[src/rtl/counter_defines.vh]
// rtl/counter_defines.vh - direction encodings shared by the counter blocks
`ifndef COUNTER_DEFINES_VH
`define COUNTER_DEFINES_VH
`define COUNT_UP   1'b1
`define COUNT_DOWN 1'b0
`endif

[src/rtl/counter_modulo_n_sync_pkg.sv]
// rtl/counter_modulo_n_sync_pkg.sv - shared types and parameter checks for the modulo-N counter
`include "counter_defines.vh"

package counter_modulo_n_sync_pkg;

    typedef enum logic {
        DIR_DOWN = `COUNT_DOWN,
        DIR_UP   = `COUNT_UP
    } count_dir_e;

    // Legal when 2 <= modulus <= 2**width and the reset value lies inside the count range.
    function automatic bit params_ok(input int modulus, input int width, input int reset_value);
        return (modulus >= 2) && (longint'(modulus) <= (longint'(1) << width)) &&
               (reset_value >= 0) && (reset_value < modulus);
    endfunction

endpackage

[src/rtl/counter_modulo_n_nextstate.sv]
// rtl/counter_modulo_n_nextstate.sv - combinational next count, load range check and terminal count
module counter_modulo_n_nextstate
    import counter_modulo_n_sync_pkg::*;
#(
    parameter int MODULUS = 3,
    parameter int WIDTH   = 2
) (
    input  logic [WIDTH-1:0] i_signal_q,
    input  logic             i_up_down,
    input  logic             i_enable,
    input  logic             i_load,
    input  logic [WIDTH-1:0] i_load_value,
    output logic [WIDTH-1:0] o_next_q,
    output logic             o_range_error,
    output logic             o_terminal_count
);

    localparam logic [WIDTH-1:0] L_MAX = WIDTH'(MODULUS - 1);

    logic w_up;
    logic w_at_max;
    logic w_at_zero;
    logic w_out_of_range;

    assign w_up           = (count_dir_e'(i_up_down) == DIR_UP);
    assign w_at_max       = (i_signal_q == L_MAX);
    assign w_at_zero      = (i_signal_q == '0);
    assign w_out_of_range = (i_signal_q > L_MAX);

    always_comb begin
        o_next_q      = i_signal_q;
        o_range_error = 1'b0;
        if (i_load) begin
            if (i_load_value > L_MAX) begin
                o_next_q      = '0;
                o_range_error = 1'b1;
            end else begin
                o_next_q = i_load_value;
            end
        end else if (i_enable) begin
            // A forced illegal state recovers to 0 regardless of direction.
            if (w_out_of_range) begin
                o_next_q = '0;
            end else if (w_up) begin
                o_next_q = w_at_max ? '0 : i_signal_q + 1'b1;
            end else begin
                o_next_q = w_at_zero ? L_MAX : i_signal_q - 1'b1;
            end
        end
    end

    assign o_terminal_count = i_enable & ~i_load &
                              ((w_up & w_at_max) | (~w_up & w_at_zero));

endmodule

[src/rtl/counter_modulo_n_sync.sv]
// rtl/counter_modulo_n_sync.sv - falling-edge modulo-N up/down counter with load and cascade flag
module counter_modulo_n_sync
    import counter_modulo_n_sync_pkg::*;
#(
    parameter int MODULUS     = 3,
    parameter int WIDTH       = 2,
    parameter int RESET_VALUE = 0
) (
    input  logic             clockpulse,
    input  logic             clear,
    input  logic             enable,
    input  logic             up_down,
    input  logic             load,
    input  logic [WIDTH-1:0] load_value,
    output logic [WIDTH-1:0] signal_q,
    output logic [WIDTH-1:0] signal_q_,
    output logic             terminal_count,
    output logic             load_error
);

    generate
        if (!params_ok(MODULUS, WIDTH, RESET_VALUE)) begin : g_bad_params
            $error("counter_modulo_n_sync: need 2 <= MODULUS <= 2**WIDTH and RESET_VALUE < MODULUS");
        end
    endgenerate

    localparam logic [WIDTH-1:0] L_RESET = WIDTH'(RESET_VALUE);

    logic [WIDTH-1:0] r_q;
    logic             r_load_error;
    logic [WIDTH-1:0] w_next_q;
    logic             w_range_error;
    logic             w_terminal_count;

    counter_modulo_n_nextstate #(
        .MODULUS (MODULUS),
        .WIDTH   (WIDTH)
    ) u_nextstate (
        .i_signal_q       (r_q),
        .i_up_down        (up_down),
        .i_enable         (enable),
        .i_load           (load),
        .i_load_value     (load_value),
        .o_next_q         (w_next_q),
        .o_range_error    (w_range_error),
        .o_terminal_count (w_terminal_count)
    );

    always_ff @(negedge clockpulse) begin
        if (clear) begin
            r_q          <= L_RESET;
            r_load_error <= 1'b0;
        end else begin
            r_q          <= w_next_q;
            r_load_error <= w_range_error;
        end
    end

    // Clear wins this edge, so the cascade flag must not let a downstream stage advance.
    assign terminal_count = w_terminal_count & ~clear;
    assign signal_q       = r_q;
    assign signal_q_      = ~r_q;
    assign load_error     = r_load_error;

endmodule

[config.mk]
export PLATFORM = sky130hd
export DESIGN_NAME = counter_modulo_n_sync
export DESIGN_NICKNAME = d
export VERILOG_FILES = /design/src/rtl/counter_modulo_n_sync_pkg.sv /design/src/rtl/counter_modulo_n_nextstate.sv /design/src/rtl/counter_modulo_n_sync.sv
export VERILOG_INCLUDE_DIRS = /design/src /design/src/rtl
export SDC_FILE = /design/constraint.sdc
export NUM_CORES = 1
export LEC_CHECK = 0
export CORE_AREA = 2 2 39 41
export CTS_CLUSTER_DIAMETER = 50
export CTS_CLUSTER_SIZE = 12
export DETAILED_ROUTE_END_ITERATION = 10
export DIE_AREA = 0 0 41 43
export HOLD_SLACK_MARGIN = 0.12
export PLACE_DENSITY = 0.49
export RECOVER_POWER = 100
export SLEW_MARGIN = 20
export SYNTH_ARGS = -nofsm -noshare
export SYNTH_HDL_FRONTEND = slang
export SYNTH_SLANG_ARGS = --single-unit
[constraint.sdc]
create_clock -name clockpulse -period 2.35 [get_ports clockpulse]
set_input_delay 0.47 -clock clockpulse [delete_from_list [all_inputs] [get_ports clockpulse]]
set_output_delay 0.47 -clock clockpulse [all_outputs]
set_load 0.05 [all_outputs]
Word level (Yosys, flattened, before mapping)
Index checks and enable logic that the tools add are counted.

Reductions and logical operators: 3. Magnitude comparators: 2. Add/sub/neg operators: 2. Bitwise logic cells: 10. Eq/ne operators: 1. Muxes and demuxes: 8.

Operators by type and width (count): 2-to-1 mux 2 bit (7); AND 1 bit (5); > comparator 2 bit (second input constant) (2); inverter 1 bit (3); adder 2 x 1 -> 2 bit (second input constant) (1); equality test 2 bit (second input constant) (1); zero test 2 bit (1); inverter 2 bit (1); nonzero test 2 bit (1); OR reduction 2 bit (1); subtractor 2 x 1 -> 2 bit (second input constant) (1); 2-to-1 mux 1 bit (1); OR 1 bit (1).

Input bits: 7. Word-level logic and storage cells: 28. Bits in registers: 3.

Longest topological paths before layout
Depth after elaboration: 6. Mapped depth: 5.

Cells and area by module
Synthesis repeated with hierarchy kept, for this count alone.

Cells, all modules: 30. Area, all modules: 250.2 sq um.

By module, submodules not included: counter_modulo_n_nextstate (times used 1, seq. area each 0.0 sq um, area an instance 153.9 sq um, cells an instance 20); counter_modulo_n_sync (times used 1, seq. area each 60.1 sq um, area an instance 96.3 sq um, cells an instance 10).

==> out/results.txt <==
CP Capture Type - output port
Drt drc - 0
Die area - 1763 um2
Synth top area cells - dfxtp_1 (26%), ha_1 (21%), nor3b_2 (5.3%)
Status - finished, violations left
Worst-margin pin slew - 0.2507 ns
Antenna violations before repair - 0
Area Overhead vs Synth - 160.6%
Final worst setup slack - -0.7255 ns
TritonCTS clock tree - done
Post-synth top cells - ha_1 (4), dfxtp_1 (3), inv_1 (3), a21oi_1 (2), nand2_1 (2)
I/O pin cnt - 13
Height of the chip - 43 um
Vias in the first global route - 283
Number of synthesized flops with an enable pin - 0
Final ANT Viol Nets - 0
CTS root buf - clkbuf_4
Layout Skew - 0.001053 ns
CTS buffer count - 3
Tightest Hold Check Type - flip-flop to flip-flop
Row count - 14
First-pass GRT wire length - 1097 um
Area share of fa/ha/maj cells after synthesis - 21.28%
Syn_area_per_cell - 9.409 um2
Via count - 279
Cell-by-cell trace of the critical path - clkinvlp_4, ha_4, mux2i_4, nor4b_4, buf_12
Failing checks - negative setup slack
Synthesized flop and latch total - 3
# H-tree levels - 1
# hold bufs at CTS - 0
Initial DRT Pass Iterations - 2
All-Layer GR Usage - 9.719%
Mux contribution to synthesized area - 9.043%
Fin. Hold Viols - 0
Worst path arrival time - 2.61 ns
Core ar. - 1384 um2
Top Family by Delay on Critical Path - flip-flops
Total power - 263.8 uW
Syn. warnings - 0
Syn Nets - 36
Mapped Cells - 25
Hpwl dp - 536.9 um
Pwr/cell area - 430.2 nW/um2
WP data required - 1.88 ns
Largest family of logic cells by synthesized area - simple AND/OR/NAND/NOR gates
CTS max path bufs - 2
Clock-pin slew reported for the worst setup and hold paths after clock tree synthesis - 0.03 ns
Peak supply drop - 0.1888 mV
Netlist cell types - 16
Pre-CTS WS - -0.4535 ns
Fraction of layout cells with a size suffix above 1 - 57.69%
Vias per cell - 4.103
RSZ-0062 raised after global routing - true
Initial core utilization - 17.00%
Synth Cell Area - 235.2 um2
Buf/Inv on CP - 2
Crit path largest cell delay - 0.34 ns
Seq/Total Area, Yosys - 25.53%
Final Setup Violations - 6
Max-capacitance violation count - 0
Rel. slew slack - 83.22%
Final #Nets - 64
Leakage power - 0.0002664 uW
Max-slew violation count - 0
Aggregate global routing overflow - 0
Count leader, synth - ha_1
Core Util, Final - 44.30%
Post-synth top area share - 25.53%
Slowest CP cell - dfxtp_4
Hold_ws - 0.8213 ns
Compound-gate portion of the synthesized area - 14.89%
Largest area contributor in the netlist - dfxtp_1
XOR/XNOR Fraction of Synth Area - 0%
Kind of critical path - flip-flop to output port
Initial DRC count - 1
Clock sink count - 3
CP max FO - 3
Drt total wl - 688 um
Die X - 41 um
Per-cell routed wire length - 10.12 um
Startpoint Class - flip-flop
Number of port buffers - 12
Clk_lat worst skew - 0.29 ns
Simple-gate area share of the yosys netlist - 24.47%
Leading register cell type out of synthesis - dfxtp_1
GP Congestion - 0.7321
Largest net degree at the start of global routing - 8
Antenna Cells - 0
Ys async rst share - 0%
where the power goes:
part | total, uW | switching, uW | internal, uW | leakage, uW
registers | 57.4 | 3.91 | 53.5 | 0.0000264
clock network | 104 | 37.2 | 66.3 | 0.0000351
logic | 103 | 46.5 | 56.4 | 0.000205
worst register-to-register path: stages (launching register included):
cell	delay, ns
dfxtp_4	0.37
clkinvlp_4	0.12
buf_4	0.15
buf_6	0.12
ha_1	0.16
and2_1	0.13
o21ai_1	0.12
a21oi_1	0.07
final timing paths:
check	start	endpoint	slack [ns]	depth (start not counted)
max	signal_q[0]$_SDFFE_NP0P_	terminal_count	-0.73	5
min reg2reg	signal_q[1]$_SDFFE_NP0P_	signal_q[1]$_SDFFE_NP0P_	0.82	5
min	signal_q[1]$_SDFFE_NP0P_	signal_q[1]$_SDFFE_NP0P_	0.82	5
max reg2reg	signal_q[1]$_SDFFE_NP0P_	signal_q[1]$_SDFFE_NP0P_	1.00	7
routing by layer:
layer / vias to the layer above / GRT usage (%) / wire length, um
li1: 143 / - / -
met1: 123 / 10.54 / 286
met2: 11 / 13.44 / 335
met3: 2 / 3.665 / 55
met5: - / 0 / 0
met4: 0 / 9.333 / 11
cell families (layout without fill, tap and decap cells):
| kind of cell | count (synthesis) | after routing |
|---|---|---|
| compound gates | 5 | 5 |
| simple gates | 8 | 8 |
| fa+ha+maj | 4 | 4 |
| flops | 3 | 3 |
| buf+inv | 3 | 30 |
| mux | 2 | 2 |
layout by cell type (no fill, tap or decap), drive strengths merged:
cell,count
buf,15
inv,4
ha,4
clkbuf,3
dlygate4sd2,3
dfxtp,3
clkinvlp,2
a21oi,2
nand2,2
clkdlybuf4s50,2
nand3b,1
o31a,1
and2,1
nor2,1
nor3b,1
o21ai,1
o32a,1
mux2,1
mux2i,1
nor4b,1
and4b,1
dlygate4sd3,1
state kept, by name (all words and copies together) (netlist names):
register    count
signal_q        2
load_error      1
area by class of cell:
class                      count  area, um2
clock buffer                   3      22.52
clock inverter                 4      15.01
fill                         126      770.7
inverter                       2      15.01
multi-input combinational     19      216.5
sequential                     3      68.82
tap                           16      20.02
timing repair buffer          21      255.2
stage by stage:
step | instance area (um2) | setup TNS, ns | cells
2_1_floorplan | 294.0 | -1.044 | 25
3_3_place_gp | 554.3 | -1.588 | 61
3_5_place_dp | 554.3 | -1.630 | 61
4_1_cts | 598.1 | -2.016 | 67
5_1_grt | 613.1 | -2.349 | 68
6_report | 613.1 | -2.011 | 68
repair_timing:
action | 4_1_cts | 5_1_grt
setup buffers | 0 | 1
endpoints found under the setup margin | 8 | 6
resized for setup | 6 | 2
pin swaps | 1 | 0
No activity file was read; power rests on OpenSTA's default activity.
